<file path="config.mk">
export PLATFORM = sky130hd
export DESIGN_NAME = video_stream_sink_flat
export DESIGN_NICKNAME = d
export VERILOG_FILES = /design/src/rtl/avalon_stream_if.sv /design/src/rtl/video_stream_sink.sv /design/src/flat_wrapper.sv
export SDC_FILE = /design/constraint.sdc
export NUM_CORES = 1
export LEC_CHECK = 0
export CORE_UTILIZATION = 30
export CTS_CLUSTER_DIAMETER = 60
export DETAILED_ROUTE_END_ITERATION = 6
export GPL_ROUTABILITY_DRIVEN = 1
export MAX_ROUTING_LAYER = met4
export PLACE_DENSITY = 0.62
export SLEW_MARGIN = 30
export SYNTH_ARGS = -nofsm -noshare
export SYNTH_HDL_FRONTEND = slang
export SYNTH_SLANG_ARGS = --single-unit
</file>
<file path="constraint.sdc">
create_clock -name clk -period 5.1 [get_ports clk]
set_clock_uncertainty 0.05 [all_clocks]
set_input_delay 0.765 -clock clk [delete_from_list [all_inputs] [get_ports clk]]
set_output_delay 0.765 -clock clk [all_outputs]
set_load 0.005 [all_outputs]
</file>
<file path="src/rtl/avalon_stream_if.sv">
// Avalon-ST video stream bundle: 32-bit data word with packet framing and
// a ready signal returned by the sink.
interface avalon_stream_if;
  logic [31:0] data;
  logic        valid;
  logic        startofpacket;
  logic        endofpacket;
  logic        ready;

  // Sink side: receives the stream and returns ready.
  modport agent (
    input  data,
    input  valid,
    input  startofpacket,
    input  endofpacket,
    output ready
  );

  // Source side: drives the stream and observes ready.
  modport source (
    output data,
    output valid,
    output startofpacket,
    output endofpacket,
    input  ready
  );
endinterface

</file>
<file path="src/rtl/video_stream_sink.sv">
// Avalon-ST video sink. Decodes packet headers (type nibble 0 = video data,
// anything else = control packet), turns video packets into a registered
// pixel stream with x/y coordinates and frame markers, counts complete
// frames, and flags short, long and stray packets with one-cycle pulses.
module video_stream_sink #(
  parameter int WIDTH  = 160,
  parameter int HEIGHT = 90,
  parameter int DW     = 24
) (
  input  logic                  clk,
  input  logic                  reset,
  avalon_stream_if.agent        avalon_stream_ifa,
  input  logic                  sink_ready,
  output logic                  pix_valid,
  output logic [DW-1:0]         pix_data,
  output logic [10:0]           pix_x,
  output logic [10:0]           pix_y,
  output logic                  pix_sof,
  output logic                  pix_eof,
  output logic [15:0]           frame_count,
  output logic                  err_short,
  output logic                  err_long,
  output logic                  err_stray
);

  // Coordinate counters are only as wide as the frame needs.
  localparam int XW = (WIDTH  > 1) ? $clog2(WIDTH)  : 1;
  localparam int YW = (HEIGHT > 1) ? $clog2(HEIGHT) : 1;
  localparam logic [XW-1:0] X_LAST = XW'(WIDTH - 1);
  localparam logic [YW-1:0] Y_LAST = YW'(HEIGHT - 1);

  // Coordinates leave the block on 11-bit ports and pixels come from a
  // 32-bit word, so anything larger cannot be represented.
  generate
    if (WIDTH < 1 || WIDTH > 2048 || HEIGHT < 1 || HEIGHT > 2048 ||
        DW < 1 || DW > 32) begin : g_bad_params
      $error("video_stream_sink: WIDTH/HEIGHT must be 1..2048 and DW 1..32");
    end
  endgenerate

  typedef enum logic [1:0] {IDLE, CTRL, DATA, DROP} state_t;

  state_t          state_q;
  logic [XW-1:0]   x_q;
  logic [YW-1:0]   y_q;
  logic [15:0]     frame_count_q;
  logic            pix_valid_q;
  logic [DW-1:0]   pix_data_q;
  logic [10:0]     pix_x_q;
  logic [10:0]     pix_y_q;
  logic            pix_sof_q;
  logic            pix_eof_q;
  logic            err_short_q;
  logic            err_long_q;
  logic            err_stray_q;

  logic            xfer;
  logic            sop;
  logic            eop;
  logic [31:0]     word;
  logic            last_pix;
  logic            unused_data_bits;

  // Zero-latency backpressure: the upstream sees downstream readiness directly.
  assign avalon_stream_ifa.ready = sink_ready;

  assign xfer     = avalon_stream_ifa.valid && sink_ready;
  assign sop      = avalon_stream_ifa.startofpacket;
  assign eop      = avalon_stream_ifa.endofpacket;
  assign word     = avalon_stream_ifa.data;
  assign last_pix = (x_q == X_LAST) && (y_q == Y_LAST);

  // Bits above the pixel field and above the header nibble carry nothing here.
  assign unused_data_bits = ^word;

  // Packet FSM, coordinate counters, frame counter and all registered outputs.
  always_ff @(posedge clk or negedge reset) begin
    if (!reset) begin
      state_q       <= IDLE;
      x_q           <= '0;
      y_q           <= '0;
      frame_count_q <= '0;
      pix_valid_q   <= 1'b0;
      pix_data_q    <= '0;
      pix_x_q       <= '0;
      pix_y_q       <= '0;
      pix_sof_q     <= 1'b0;
      pix_eof_q     <= 1'b0;
      err_short_q   <= 1'b0;
      err_long_q    <= 1'b0;
      err_stray_q   <= 1'b0;
    end else begin
      // Strobes and error flags are single-cycle pulses.
      pix_valid_q <= 1'b0;
      err_short_q <= 1'b0;
      err_long_q  <= 1'b0;
      err_stray_q <= 1'b0;

      if (xfer) begin
        if (sop) begin
          // A new header always wins: abandon whatever was in progress.
          err_short_q <= (state_q == DATA);
          x_q         <= '0;
          y_q         <= '0;
          if (eop) begin
            state_q <= IDLE;
          end else if (word[3:0] == 4'h0) begin
            state_q <= DATA;
          end else begin
            state_q <= CTRL;
          end
        end else begin
          case (state_q)
            IDLE: begin
              err_stray_q <= 1'b1;
            end
            CTRL, DROP: begin
              if (eop) state_q <= IDLE;
            end
            DATA: begin
              pix_valid_q <= 1'b1;
              pix_data_q  <= word[DW-1:0];
              pix_x_q     <= 11'(x_q);
              pix_y_q     <= 11'(y_q);
              pix_sof_q   <= (x_q == '0) && (y_q == '0);
              pix_eof_q   <= last_pix;
              if (last_pix) begin
                x_q <= '0;
                y_q <= '0;
                if (eop) begin
                  frame_count_q <= frame_count_q + 16'd1;
                  state_q       <= IDLE;
                end else begin
                  // Frame is full but the packet keeps going: swallow the rest.
                  err_long_q <= 1'b1;
                  state_q    <= DROP;
                end
              end else if (eop) begin
                err_short_q <= 1'b1;
                x_q         <= '0;
                y_q         <= '0;
                state_q     <= IDLE;
              end else if (x_q == X_LAST) begin
                x_q <= '0;
                y_q <= y_q + YW'(1);
              end else begin
                x_q <= x_q + XW'(1);
              end
            end
            default: state_q <= IDLE;
          endcase
        end
      end
    end
  end

  assign pix_valid   = pix_valid_q;
  assign pix_data    = pix_data_q;
  assign pix_x       = pix_x_q;
  assign pix_y       = pix_y_q;
  assign pix_sof     = pix_sof_q;
  assign pix_eof     = pix_eof_q;
  assign frame_count = frame_count_q;
  assign err_short   = err_short_q;
  assign err_long    = err_long_q;
  assign err_stray   = err_stray_q;

endmodule

</file>
<file path="src/flat_wrapper.sv">
// flat-port wrapper written by rule: the top's interface ports become plain ports
module video_stream_sink_flat 
#(
  parameter int WIDTH  = 160,
  parameter int HEIGHT = 90,
  parameter int DW     = 24
)
  (clk, reset, sink_ready, pix_valid, pix_data, pix_x, pix_y, pix_sof, pix_eof, frame_count, err_short, err_long, err_stray, avalon_stream_ifa_data, avalon_stream_ifa_valid, avalon_stream_ifa_startofpacket, avalon_stream_ifa_endofpacket, avalon_stream_ifa_ready);
  avalon_stream_if avalon_stream_ifa_i ();
  input  logic clk;
  input  logic reset;
  input  logic sink_ready;
  output logic pix_valid;
  output logic [DW-1:0] pix_data;
  output logic [10:0] pix_x;
  output logic [10:0] pix_y;
  output logic pix_sof;
  output logic pix_eof;
  output logic [15:0] frame_count;
  output logic err_short;
  output logic err_long;
  output logic err_stray;
  input wire logic [$bits(avalon_stream_ifa_i.data)-1:0] avalon_stream_ifa_data;
  input wire logic [$bits(avalon_stream_ifa_i.valid)-1:0] avalon_stream_ifa_valid;
  input wire logic [$bits(avalon_stream_ifa_i.startofpacket)-1:0] avalon_stream_ifa_startofpacket;
  input wire logic [$bits(avalon_stream_ifa_i.endofpacket)-1:0] avalon_stream_ifa_endofpacket;
  output wire logic [$bits(avalon_stream_ifa_i.ready)-1:0] avalon_stream_ifa_ready;
  assign avalon_stream_ifa_i.data = avalon_stream_ifa_data;
  assign avalon_stream_ifa_i.valid = avalon_stream_ifa_valid;
  assign avalon_stream_ifa_i.startofpacket = avalon_stream_ifa_startofpacket;
  assign avalon_stream_ifa_i.endofpacket = avalon_stream_ifa_endofpacket;
  assign avalon_stream_ifa_ready = avalon_stream_ifa_i.ready;
  video_stream_sink #(.WIDTH(WIDTH), .HEIGHT(HEIGHT), .DW(DW)) u_core (.clk(clk), .reset(reset), .avalon_stream_ifa(avalon_stream_ifa_i), .sink_ready(sink_ready), .pix_valid(pix_valid), .pix_data(pix_data), .pix_x(pix_x), .pix_y(pix_y), .pix_sof(pix_sof), .pix_eof(pix_eof), .frame_count(frame_count), .err_short(err_short), .err_long(err_long), .err_stray(err_stray));
endmodule
</file>
==> flow_summary.json <==
{
  "outcome": "finished, violations left",
  "failed_checks": "DRC",
  "setup_tns_ps": 0,
  "post_cts_resized": 0,
  "cts.clk_slew.worst_paths_ps": 70,
  "routed-wl-met2_mm": 3.888,
  "rows": 39,
  "clock_path_buffers": 2,
  "hold_ws_ps": 396.4,
  "pin_count": 107,
  "wirelength_mm": 8.374,
  "drtIter0Drc": 161,
  "drc": 16,
  "stdcell_count": 613,
  "tritoncts": "done",
  "synth_top_area_cell": "dfrtp_1",
  "yosysWarnings": 0,
  "synth_top_family_by_area": "simple AND/OR/NAND/NOR gates",
  "core_area_sq_um": 11520,
  "yosys.area_share.simple_pct": 24.59,
  "synth_common_cells": "118 x nand2_1, 78 x dfrtp_1, 18 x inv_1, 18 x o21ai_0, 15 x clkbuf_1",
  "cp_data_required_time_ps": 5250,
  "rsz0062_at_grt": "no",
  "start_util_pct": 31.02,
  "firstDrtPassIters": 6,
  "dp_hpwl_mm": 5.688,
  "seq_area_frac_synth_pct": 54.64,
  "start_kind": "primary input",
  "die_w_um": 111.1,
  "ys_ff_latch": 78,
  "synth.cell_area_sq_um": 3572,
  "drv_cap": 0,
  "die-area_sq_um": 12350,
  "grt_usage_pct": 14.94,
  "preCtsSetupSlack_ps": 1802,
  "grt_max_degree": 79,
  "synth_compound_area_share_pct": 8.476,
  "synth_ff_type": "dfrtp_1",
  "hold_viol_final": 0,
  "peakVddDrop_mv": 0.1651,
  "yosysUniqueCellTypes": 45,
  "grt_pass1_vias": 2892,
  "synth_area_leaders": "dfrtp_1 55%, nand2_1 12%, o21ai_0 2.5%, xor2_1 2.5%, ha_1 2.1%",
  "cts_hold_buf": 0,
  "synth-async-reset-ratio_pct": 100.0,
  "critical_path_class": "in2reg",
  "cts-root-buf": "clkbuf_16",
  "tightestPinTransition_ps": 833.7,
  "synthXorXnorAreaFrac_pct": 3.923,
  "synth_area_per_cell_sq_um": 9.376,
  "synth_edf_count": 0,
  "finalNetCount": 509,
  "postCtsSetupBuffers": 0,
  "wl_met3_um": 433,
  "cts_buffers": 9,
  "antenna_found_initial": 0,
  "grt_pass1_wl_mm": 14.23,
  "cp.arrival_ps": 3090,
  "place_congestion": 0.7762,
  "synth_top_area_share_pct": 54.64,
  "wl_per_cell_um": 13.66,
  "chipHeight_um": 111.1,
  "hold_class": "in2async",
  "drv_slew": 0,
  "drive_above_1_share_pct": 5.957,
  "io_buffers": 91,
  "htreeDepth": 3,
  "viasPerCell": 4.772,
  "slew_headroom_pct": 43.90,
  "syn_to_final_growth_pct": 36.18,
  "synthAdderAreaFrac_pct": 2.102,
  "grt_overflow": 0,
  "worst_slack_ps": 2163,
  "top_layer": "met4",
  "synth_most_common_cell": "nand2_1",
  "vias": 2925,
  "fin_crit_sh_pct": 57.59,
  "end_kind": "flip-flop",
  "p_per_area_nw_per_um2": 370.5,
  "total_leakage_power_nw": 2.223,
  "place_inst": 597,
  "syn_inst": 381,
  "setup_viol": 0,
  "clock-sinks": 78,
  "period_minus_slack_ps": 2937,
  "synth_mux_area_share_pct": 0.3152,
  "ant_nets": 0,
  "crit_fanout": 13,
  "clock_latency_ps": 340,
  "max_freq_ghz": 0.3405,
  "nFillCells": 1153,
  "wl_met1_mm": 3.912,
  "antenna_cells": 0
}
-- cells by family after synthesis --
logic type	count (synthesis)
muxes	1
AOI/OAI and AO/OA	45
DFF	78
other	1
xor gates and xnor gates	16
and+or+nand+nor	189
adders and majority gates	6
buffers and inverters	45
-- stage by stage --
step / util [%] / cell area [sq um] / power (mW)
CTS: 42.24 / 4865 / 1.828
global route: 42.24 / 4865 / 1.904
detailed placement: 39.65 / 4566 / 1.169
finish: 42.24 / 4865 / 1.802
global placement: 39.61 / 4562 / 1.159
floorplan: - / 3595 / 0.9309
-- cells in the final DEF, fill, tap and decap left out, types with 4 or more instances in the layout --
cell and n:
nand2_1 118, clkdlybuf4s50_1 90, nor4_1 6, nand4_1 5, a21oi_1 4, nor2_1 7, ha_1 6, conb_1 7
inv_1 18, xnor2_1 6, nand3_1 14, and3_1 5, xor2_1 10, o21ai_0 18, clkbuf_16 9, nor3_1 12
dfrtp_1 78, o22ai_1 6
-- power by group --
part / leakage, nW / total (mW) / switching, mW / internal [mW]
clock: 0.136 / 0.651 / 0.268 / 0.383
combinational: 1.04 / 0.358 / 0.141 / 0.216
sequential: 1.04 / 0.794 / 0.0753 / 0.719
total: 2.22 / 1.80 / 0.484 / 1.32
-- critical path, stage by stage --
cell and delay (ps):
clkdlybuf4s50_1 580, nor2_1 700, a21boi_2 520, or4b_1 390
o22ai_1 130
-- per-layer routing --
layer	GRT usage, %	vias to the layer above
met5	-	-
met4	6.757	0
met3	3.226	13
met2	22.68	74
met1	19.14	1403
li1	-	1435
-- final timing paths --
path                       depth (start not counted)  slack [ps]                             from                endpoint
setup / recovery                                   5        2160  avalon_stream_ifa_startofpacket           u_core.y_q[1]
hold / removal                                     1         400                            reset  u_core.frame_count[13]
setup reg to reg                                   6        2580                    u_core.y_q[1]   u_core.frame_count[1]
hold reg to reg                                    2         420              u_core.pix_data[21]     u_core.pix_data[21]
max in group asynchronous                          1        4110                            reset      u_core.pix_data[4]
min in group clk                                   2         420              u_core.pix_data[21]     u_core.pix_data[21]
-- final cells by class --
cell class	instances	area [sq um]	area share (%)
Tap cell	143	178.9	3.678
Clock inverter	6	70.07	1.440
Timing Repair Buffer	93	927.1	19.06
Sequential cell	78	1952	40.12
Multi-Input combinational cell	264	1436	29.53
Clock buffer	10	229.0	4.707
Inverter	19	71.32	1.466
-- flip-flops by register name, indices dropped and copies added (netlist names) --
name and count:
u_core.state_q 2, u_core.pix_y 7, u_core.pix_data 24, u_core.err_short 1
u_core.x_q 8, u_core.err_stray 1, u_core.y_q 7, u_core.pix_x 8
u_core.pix_eof 1, u_core.pix_sof 1, u_core.pix_valid 1, u_core.err_long 1
u_core.frame_count 16
(Power assumes the default switching activity.)
